`config.mk`:
```
export PLATFORM = sky130hd
export DESIGN_NAME = ucie_sb_tx_serializer_flat
export DESIGN_NICKNAME = d
export VERILOG_FILES = /design/src/rtl/ucie_sb_tx_serializer_if.sv /design/src/rtl/ucie_sb_tx_serializer.sv /design/src/flat_wrapper.sv
export SDC_FILE = /design/constraint.sdc
export NUM_CORES = 1
export LEC_CHECK = 0
export ABC_AREA = 1
export BUFFER_PORTS_ARGS = -buffer_cell sky130_fd_sc_hd__buf_2
export CAP_MARGIN = 40
export CORE_AREA = 2 2 129 131
export DETAILED_ROUTE_END_ITERATION = 7
export DIE_AREA = 0 0 131 133
export PLACE_DENSITY = 0.8
export SLEW_MARGIN = 25
export SYNTH_ARGS = -nofsm -noshare
export SYNTH_HDL_FRONTEND = slang
export SYNTH_SLANG_ARGS = --single-unit
```
`constraint.sdc`:
```
create_clock -name clk -period 5.23 [get_ports clk]
set_clock_uncertainty 0.15 [all_clocks]
set_input_delay 0.7845 -clock clk [delete_from_list [all_inputs] [get_ports clk]]
set_output_delay 0.7845 -clock clk [all_outputs]
set_load 0.005 [all_outputs]
```
`src/rtl/ucie_sb_tx_serializer_if.sv`:
```
// Packet handshake between the sideband encoder and the TX serializer.
interface ucie_sb_tx_serializer_if #(
  parameter int unsigned PKT_W = 64
) ();
  logic             in_valid;
  logic             in_ready;
  logic [PKT_W-1:0] in_data;

  modport master (output in_valid, output in_data, input in_ready);
  modport slave  (input in_valid, input in_data, output in_ready);
endinterface

```
`src/rtl/ucie_sb_tx_serializer.sv`:
```
// UCIe sideband TX serializer: 2-deep packet buffer, LSB-first shifter with
// gated source-synchronous clock, and a fixed idle gap after every packet.
module ucie_sb_tx_serializer #(
  parameter int unsigned PKT_W    = 64,
  parameter int unsigned HALF_PER = 1,
  parameter int unsigned GAP_UI   = 32
) (
  input  logic                     clk,
  input  logic                     reset,
  ucie_sb_tx_serializer_if.slave   sb_in,
  output logic                     SBTX_CLK,
  output logic                     SBTX_DATA,
  output logic                     busy,
  output logic                     pkt_sent
);

  localparam int unsigned PH_W    = $clog2(HALF_PER) + 1;
  localparam int unsigned BIT_W   = $clog2(PKT_W);
  localparam int unsigned GAP_CYC = GAP_UI * 2 * HALF_PER;
  localparam int unsigned GAP_W   = $clog2(GAP_CYC) + 1;

  typedef enum logic [1:0] {
    S_IDLE,
    S_SHIFT,
    S_GAP
  } state_t;

  state_t             r_state;
  logic [PKT_W-1:0]   r_mem [2];
  logic               r_wptr;
  logic               r_rptr;
  logic [1:0]         r_count;
  logic [PKT_W-1:0]   r_shift;
  logic [PH_W-1:0]    r_ph;
  logic               r_high;
  logic [BIT_W-1:0]   r_bit;
  logic [GAP_W-1:0]   r_gap;

  logic               w_push;
  logic               w_pop;
  logic               w_gap_done;
  logic [1:0]         w_count_nxt;
  logic [PKT_W-1:0]   w_head;

  // Ready is combinational so it drops in the same cycle reset is asserted.
  assign sb_in.in_ready = (r_count < 2'd2) && reset;

  assign w_push      = sb_in.in_valid && sb_in.in_ready;
  assign w_gap_done  = (r_state == S_GAP) && (r_gap == GAP_W'(GAP_CYC - 1));
  assign w_pop       = (r_count != 2'd0) && ((r_state == S_IDLE) || w_gap_done);
  assign w_count_nxt = r_count + 2'(w_push) - 2'(w_pop);
  assign w_head      = r_mem[r_rptr];

  // Buffer storage; contents need no reset since count gates every read.
  always_ff @(posedge clk) begin
    if (w_push) begin
      r_mem[r_wptr] <= sb_in.in_data;
    end
  end

  // Buffer pointers and occupancy.
  always_ff @(posedge clk) begin
    if (!reset) begin
      r_wptr  <= 1'b0;
      r_rptr  <= 1'b0;
      r_count <= 2'd0;
    end else begin
      if (w_push) r_wptr <= ~r_wptr;
      if (w_pop)  r_rptr <= ~r_rptr;
      r_count <= w_count_nxt;
    end
  end

  // Serializer FSM: UI = low phase then high phase; data changes only as a UI begins.
  always_ff @(posedge clk) begin
    if (!reset) begin
      r_state   <= S_IDLE;
      r_shift   <= '0;
      r_ph      <= '0;
      r_high    <= 1'b0;
      r_bit     <= '0;
      r_gap     <= '0;
      SBTX_CLK  <= 1'b0;
      SBTX_DATA <= 1'b0;
      busy      <= 1'b0;
      pkt_sent  <= 1'b0;
    end else begin
      pkt_sent <= 1'b0;
      busy     <= 1'b1;
      case (r_state)
        S_IDLE: begin
          SBTX_CLK <= 1'b0;
          if (w_pop) begin
            r_shift   <= w_head;
            SBTX_DATA <= w_head[0];
            r_bit     <= '0;
            r_ph      <= '0;
            r_high    <= 1'b0;
            r_state   <= S_SHIFT;
          end else begin
            SBTX_DATA <= 1'b0;
            busy      <= (w_count_nxt != 2'd0);
          end
        end
        S_SHIFT: begin
          if (r_ph == PH_W'(HALF_PER - 1)) begin
            r_ph <= '0;
            if (!r_high) begin
              r_high   <= 1'b1;
              SBTX_CLK <= 1'b1;
            end else begin
              r_high   <= 1'b0;
              SBTX_CLK <= 1'b0;
              if (r_bit == BIT_W'(PKT_W - 1)) begin
                pkt_sent  <= 1'b1;
                SBTX_DATA <= 1'b0;
                r_gap     <= '0;
                r_state   <= S_GAP;
              end else begin
                r_bit     <= r_bit + BIT_W'(1);
                r_shift   <= r_shift >> 1;
                SBTX_DATA <= r_shift[1];
              end
            end
          end else begin
            r_ph <= r_ph + PH_W'(1);
          end
        end
        S_GAP: begin
          SBTX_CLK  <= 1'b0;
          SBTX_DATA <= 1'b0;
          if (w_gap_done) begin
            if (w_pop) begin
              r_shift   <= w_head;
              SBTX_DATA <= w_head[0];
              r_bit     <= '0;
              r_ph      <= '0;
              r_high    <= 1'b0;
              r_state   <= S_SHIFT;
            end else begin
              busy    <= (w_count_nxt != 2'd0);
              r_state <= S_IDLE;
            end
          end else begin
            r_gap <= r_gap + GAP_W'(1);
          end
        end
        default: begin
          SBTX_CLK  <= 1'b0;
          SBTX_DATA <= 1'b0;
          r_state   <= S_IDLE;
        end
      endcase
    end
  end

endmodule

```
`src/flat_wrapper.sv`:
```
// flat-port wrapper written by rule: the top's interface ports become plain ports
module ucie_sb_tx_serializer_flat 
#(
  parameter int unsigned PKT_W    = 64,
  parameter int unsigned HALF_PER = 1,
  parameter int unsigned GAP_UI   = 32
)
  (clk, reset, SBTX_CLK, SBTX_DATA, busy, pkt_sent, sb_in_in_valid, sb_in_in_data, sb_in_in_ready);
  ucie_sb_tx_serializer_if #(.PKT_W(PKT_W)) sb_in_i ();
  input  logic clk;
  input  logic reset;
  output logic SBTX_CLK;
  output logic SBTX_DATA;
  output logic busy;
  output logic pkt_sent;
  input wire logic [$bits(sb_in_i.in_valid)-1:0] sb_in_in_valid;
  input wire logic [$bits(sb_in_i.in_data)-1:0] sb_in_in_data;
  output wire logic [$bits(sb_in_i.in_ready)-1:0] sb_in_in_ready;
  assign sb_in_i.in_valid = sb_in_in_valid;
  assign sb_in_i.in_data = sb_in_in_data;
  assign sb_in_in_ready = sb_in_i.in_ready;
  ucie_sb_tx_serializer #(.PKT_W(PKT_W), .HALF_PER(HALF_PER), .GAP_UI(GAP_UI)) u_core (.clk(clk), .reset(reset), .sb_in(sb_in_i), .SBTX_CLK(SBTX_CLK), .SBTX_DATA(SBTX_DATA), .busy(busy), .pkt_sent(pkt_sent));
endmodule
```
==> results_dict.tcl, run 1 <==
set metrics [dict create \
    die_w_um 131 \
    worst_pin_slew_ps 827.8 \
    vias 7028 \
    via_per_inst 5.225 \
    setup_tns_ps 0 \
    final_common_cell "nand2_1" \
    ioPinCount 72 \
    netlist_area_um2 9435 \
    power_density_nw_per_um2 620.9 \
    path_max_fanout 67 \
    final_max_slew_viol_count 0 \
    setup-violations-final 0 \
    outcome "finished clean" \
    cts_max_path_buffers 3 \
    synth_seq_cells 216 \
    row_count 47 \
    rsz0062_at_grt "no" \
    root_buffer "clkbuf_16" \
    clkTransAtPathRegs_ps 60 \
    grtUsageTotal 0.2145 \
    antenna_cells 0 \
    rrSetupSlack_ps 1850 \
    post_cts_buffers 0 \
    min_period_ps 3378 \
    maxSlewHeadroom 0.4468 \
    numCtsBuffers 23 \
    crit_arrival_ps 3660 \
    core_area_um2 16170 \
    yosysTopAreaCell "edfxtp_1" \
    drt_iter0_drc 581 \
    synth_area_leaders "edfxtp_1 (41%), dfxtp_1 (19%), nand2_1 (12%)" \
    post-route-period-util 0.6459 \
    switching_share 0.3914 \
    grt_pass1_vias 6439 \
    clock.fmax_mhz 296.0 \
    io_buffers 71 \
    place_area_um2 9864 \
    hold_ws_ps 294.2 \
    internal-power_mw 4.029 \
    hold_buffers 0 \
    nNetsFinal 1185 \
    grt-ovfl-total 0 \
    maxCapViolCount 0 \
    antenna_found_initial 0 \
    syn_to_final_growth_pct 13.00 \
    yosysWarnings 0 \
    end_kind "register" \
    synth_cell_types 30 \
    power.switching_mw 2.591 \
    ant_nets 0 \
    grt_first_pass_wirelength_mm 30.25 \
    utilization 0.6593 \
    die_h_um 133 \
    post-route-cell-area_um2 10660 \
    synth.avg_cell_area_um2 8.826 \
    min_path_type "reg2reg" \
    cts.sinks 216 \
    synth_top_area_frac 0.4074 \
    start_util 0.5834 \
    cts-resized-gates 0 \
    peakVddDrop_uv 561.7 \
    synthesis.nets 1145 \
    wl_mm 18.74 \
    power_frac_comb 0.398 \
    clk_latency_ps 500 \
    hold_violations 0 \
    wl_per_cell_um 13.93 \
    crit_type "reg2reg" \
    ys_seq_area_frac 0.5941 \
    p_seq_frac 0.356 \
    die_area_um2 17420 \
    htreeDepth 1 \
    gp_congestion 0.8091 \
    leakagePower_nw 4.656 \
    drc_errors 0 \
    drive_gt1_frac 0.1200 \
    cts_tree "built" \
    pwr-share-clk 0.247 \
    crit_required_ps 5510 \
    cp-start-kind "register" \
    drt-pass1-iter-count 6 \
    synth_cells 1069 \
    dp_hpwl_mm 10.12 \
    grt_max_degree 75 \
    mostFrequentLayoutCells "nand2_1 (293), inv_1 (142), edfxtp_1 (128), nor2_1 (87), dfxtp_1 (87)" \
]
==> critical path: stages (launching register included) <==
cell	delay (ps)
dfxtp_1	380
inv_1	100
ha_1	340
clkinv_2	130
buf_4	460
nor2_2	120
a21oi_4	130
buf_4	590
nand3_4	310
buf_12	310
nand2_1	90
nand2_1	40
nor2_1	130
==> synthesized netlist by cell type <==
library cell  instances
o31ai_1               1
a41oi_1               1
o21ai_0              70
buf_4                 9
xor2_1                3
ha_1                  9
clkbuf_1             33
nor3_1                1
xnor2_1               2
o211ai_1              2
or2_2                 1
inv_1               142
buf_6                 1
nor2_2                3
nand4_1              69
nand3_1              71
nand2_2               1
nand3_4               1
edfxtp_1            128
a21oi_4               2
a21oi_1              17
nand2_4               1
nand3b_1              2
a22oi_1               1
inv_2                 5
buf_1                 3
nand2_1             293
nor2_1               89
dfxtp_1              88
buf_2                20
==> per-layer routing <==
| layer | part of all wire | GRT usage |
|---|---|---|
| met4 | 0.028 | 0.07388 |
| met3 | 0.049 | 0.03154 |
| met2 | 0.49 | 0.3515 |
| met1 | 0.43 | 0.2926 |
| met5 | 0 | 0 |
==> per-stage QoR <==
| step | worst slack (ps) | std cells | power, mW |
|---|---|---|---|
| global route | 1544 | 1345 | 7.148 |
| detailed placement | 1517 | 1303 | 4.955 |
| CTS | 1509 | 1344 | 6.627 |
| global placement | 1563 | 1302 | 4.878 |
| floorplan | 822.7 | 1069 | 4.488 |
| finish | 1852 | 1345 | 6.619 |
==> sequential cells by signal (all words and copies together) (netlist names), named ones only <==
name,flops
u_core.SBTX_DATA,1
u_core.pkt_sent,1
u_core.r_shift,63
u_core.SBTX_CLK,1
u_core.r_gap,7
u_core.r_mem,128
u_core.busy,1
u_core.r_count,2
u_core.r_state,2
u_core.r_high,1
u_core.r_wptr,1
u_core.r_rptr,1
u_core.r_bit,6
==> kinds of logic after synthesis <==
family	synth area share
simple gates	0.2439
fa+ha+maj	0.01193
xor+xnor	0.004642
compound gates	0.05371
buf+inv	0.09176
flops	0.5941
==> worst paths after layout <==
kind,from,end,cells past startpoint
setup / recovery,u_core.r_state[1],u_core.r_bit[1],12
hold / removal,u_core.r_gap[6],u_core.r_gap[6],2
setup reg to reg,u_core.r_state[1],u_core.r_bit[1],12
hold reg to reg,u_core.r_gap[6],u_core.r_gap[6],2
==> area by class of cell <==
cell class | instances | area, µm²
clock inverter | 9 | 96.34
tap | 220 | 275.3
timing repair buffer | 81 | 467.9
clock buffer | 32 | 680.7
multi-input combinational | 640 | 2979
sequential | 216 | 5607
fill | 1252 | 5510
inverter | 147 | 555.5
==> power groups by stage <==
| stage | Clock (mW) | Combinational, mW | Sequential [mW] |
|---|---|---|---|
| 2_1_floorplan | 0 | 2.14 | 2.35 |
| 3_3_place_gp | 0 | 2.51 | 2.37 |
| 3_5_place_dp | 0 | 2.57 | 2.38 |
| 4_1_cts | 1.66 | 2.62 | 2.35 |
| 5_1_grt | 1.72 | 3.03 | 2.39 |
| 6_report | 1.63 | 2.63 | 2.35 |
(Power assumes the default switching activity.)
==> run 2: changes to the inputs <==
- CORE_AREA: 2 2 129 131 -> 2 2 136 138
- DIE_AREA: 0 0 131 133 -> 0 0 138 140
- PLACE_DENSITY: 0.8 -> 0.76
- clock period: 5.23 -> 2.8 ns (I/O delays scaled with it)
==> run 2 against run 1 <==
Sequential share of layout area fell by 3.0 points. Count of clock-buffer cells in the layout rose by 1. Global-route usage fell by 0.91 points. Final cell count rose by 5.8%. Critical endpoint is now u_core.busy.
==> results_dict.tcl, run 2 (same netlist as run 1, synthesis figures left out) <==
set metrics [dict create \
    wl_mm 19.72 \
    critPathSlowestCell "dfxtp_1" \
    start_util 0.5307 \
    internal-power_mw 7.455 \
    path_buf_inv 3 \
    worst_pin_slew_ps 816.6 \
    ioPinCount 72 \
    place_inst 1317 \
    numCtsBuffers 23 \
    cts.sinks 216 \
    io_buffers 71 \
    power_density_nw_per_um2 1087 \
    nNetsFinal 1254 \
    clock.fmax_mhz 394.5 \
    grtUsageTotal 0.2054 \
    drt-pass1-iter-count 5 \
    setup-violations-final 0 \
    wl_per_cell_um 13.86 \
    switching_share 0.3939 \
    vias 7214 \
    path_max_fanout 8 \
    min_path_type "in2reg" \
    end_kind "register" \
    mostFrequentLayoutCells "nand2_1 (293), inv_1 (142), edfxtp_1 (128), nor2_1 (87), dfxtp_1 (87)" \
    hold_violations 0 \
    post_cts_buffers 0 \
    maxCapViolCount 0 \
    crit_type "reg2reg" \
    final_max_slew_viol_count 0 \
    peakVddDrop_uv 884.3 \
    final_common_cell "nand2_1" \
    r2r_cells 12 \
    die_h_um 140 \
    hold_depth 4 \
    root_buffer "clkbuf_16" \
    drive_gt1_frac 0.1139 \
    power.switching_mw 4.844 \
    crit_arrival_ps 2750 \
    worst_slack_ps 265.0 \
    drt_iter0_drc 601 \
    top_register "u_core.r_mem" \
    post-route-cell-area_um2 11310 \
    cp-start-kind "register" \
    dpl_worst_slack_ps 277.1 \
    cpPeakStageDelay_ps 380 \
    row_count 49 \
    via_per_inst 5.070 \
    p_seq_frac 0.358 \
    dp_hpwl_mm 10.06 \
    ant_nets 0 \
    grt_pass1_vias 6891 \
    cts_tree "built" \
    grt-ovfl-total 0 \
    cp.depth 12 \
    htreeDepth 1 \
    place_area_um2 9926 \
    fin_cells 1423 \
    core_area_um2 17780 \
    post-route-period-util 0.9053 \
    reg_top3 "u_core.r_mem x128, u_core.r_shift x63, u_core.r_gap x7" \
    min_period_ps 2535 \
    pwr-share-clk 0.233 \
    grt_max_degree 89 \
    leakagePower_nw 4.923 \
    cts_max_path_buffers 3 \
    clkTransAtPathRegs_ps 60 \
    die_w_um 138 \
    clk_latency_ps 500 \
    power_frac_comb 0.409 \
    antenna_cells 0 \
    antenna_found_initial 0 \
    rsz0062_at_grt "no" \
    syn_to_final_growth_pct 19.89 \
    crit_required_ps 3010 \
    largest_reg_flops 128 \
    outcome "finished clean" \
    drc_errors 0 \
    maxSlewHeadroom 0.4556 \
    gp_congestion 0.7585 \
    die_area_um2 19320 \
    critical-path-top-delay-family "adder cells" \
    grt_first_pass_wirelength_mm 33.18 \
    crit_path_cell_trace "inv_1 > ha_1 > nand3_1 > nand2_1 > nand2_2 > inv_1 > ha_1 > inv_1 > ha_1 > xnor2_1 > xor2_1 > a41oi_1" \
]
[run 2: layer usage]
layer	track usage	up-vias	wire, µm
li1	-	3695	-
met1	0.2618	3313	8358
met2	0.3656	178	10010
met3	0.02940	28	967
met4	0.06230	0	382
met5	0	-	0
[run 2: power groups by stage]
stage                     clock (mW)  sequential, mW  combinational, mW
after floorplan                    0            4.38               4.00
after global placement             0            4.43               4.79
after detailed placement           0            4.46               4.91
after CTS                       2.92            4.40               5.02
after global routing            3.06            4.47               5.82
final                           2.87            4.40               5.03
[run 2: worst reg2reg max path, delay by kind of cell, from the launching register on]
kind | cells | cell delay, ps
AO/OA/AOI/OAI | 1 | 140
AND/OR/NAND/NOR | 3 | 380
adder cells (fa/ha/maj) | 3 | 760
XOR/XNOR | 2 | 370
buffers and inverters | 3 | 220
flip-flops | 1 | 380
[run 2: metrics by stage]
step                utilization  hold WS (ps)  setup TNS [ps]  total power [mW]
floorplan                     -         262.4          -24010             8.378
global placement         0.5581         274.1               0             9.218
detailed placement       0.5583         279.1               0             9.367
CTS                      0.6347         177.7               0             12.34
global route             0.6362         214.1               0             13.35
finish                   0.6362         201.1               0             12.30
[run 2: final cells by class]
class / instances / area (µm²)
clock buffer: 33 / 674.4
clock inverter: 8 / 43.79
fill: 1418 / 6467
inverter: 147 / 555.5
multi-input combinational: 640 / 2979
sequential: 216 / 5607
tap: 229 / 286.5
timing repair buffer: 150 / 1166
[run 2: worst paths after layout]
check,startpoint,end,slack [ps]
setup / recovery,u_core.r_state[0],u_core.busy,270
hold / removal,reset,u_core.r_count[1],200
setup reg to reg,u_core.r_state[0],u_core.busy,270
hold reg to reg,u_core.r_rptr,register,300
[run 2: repair_timing]
action,CTS,global route
resized for setup,0,0
hold endpoints to repair,128,0
hold buffers,64,0
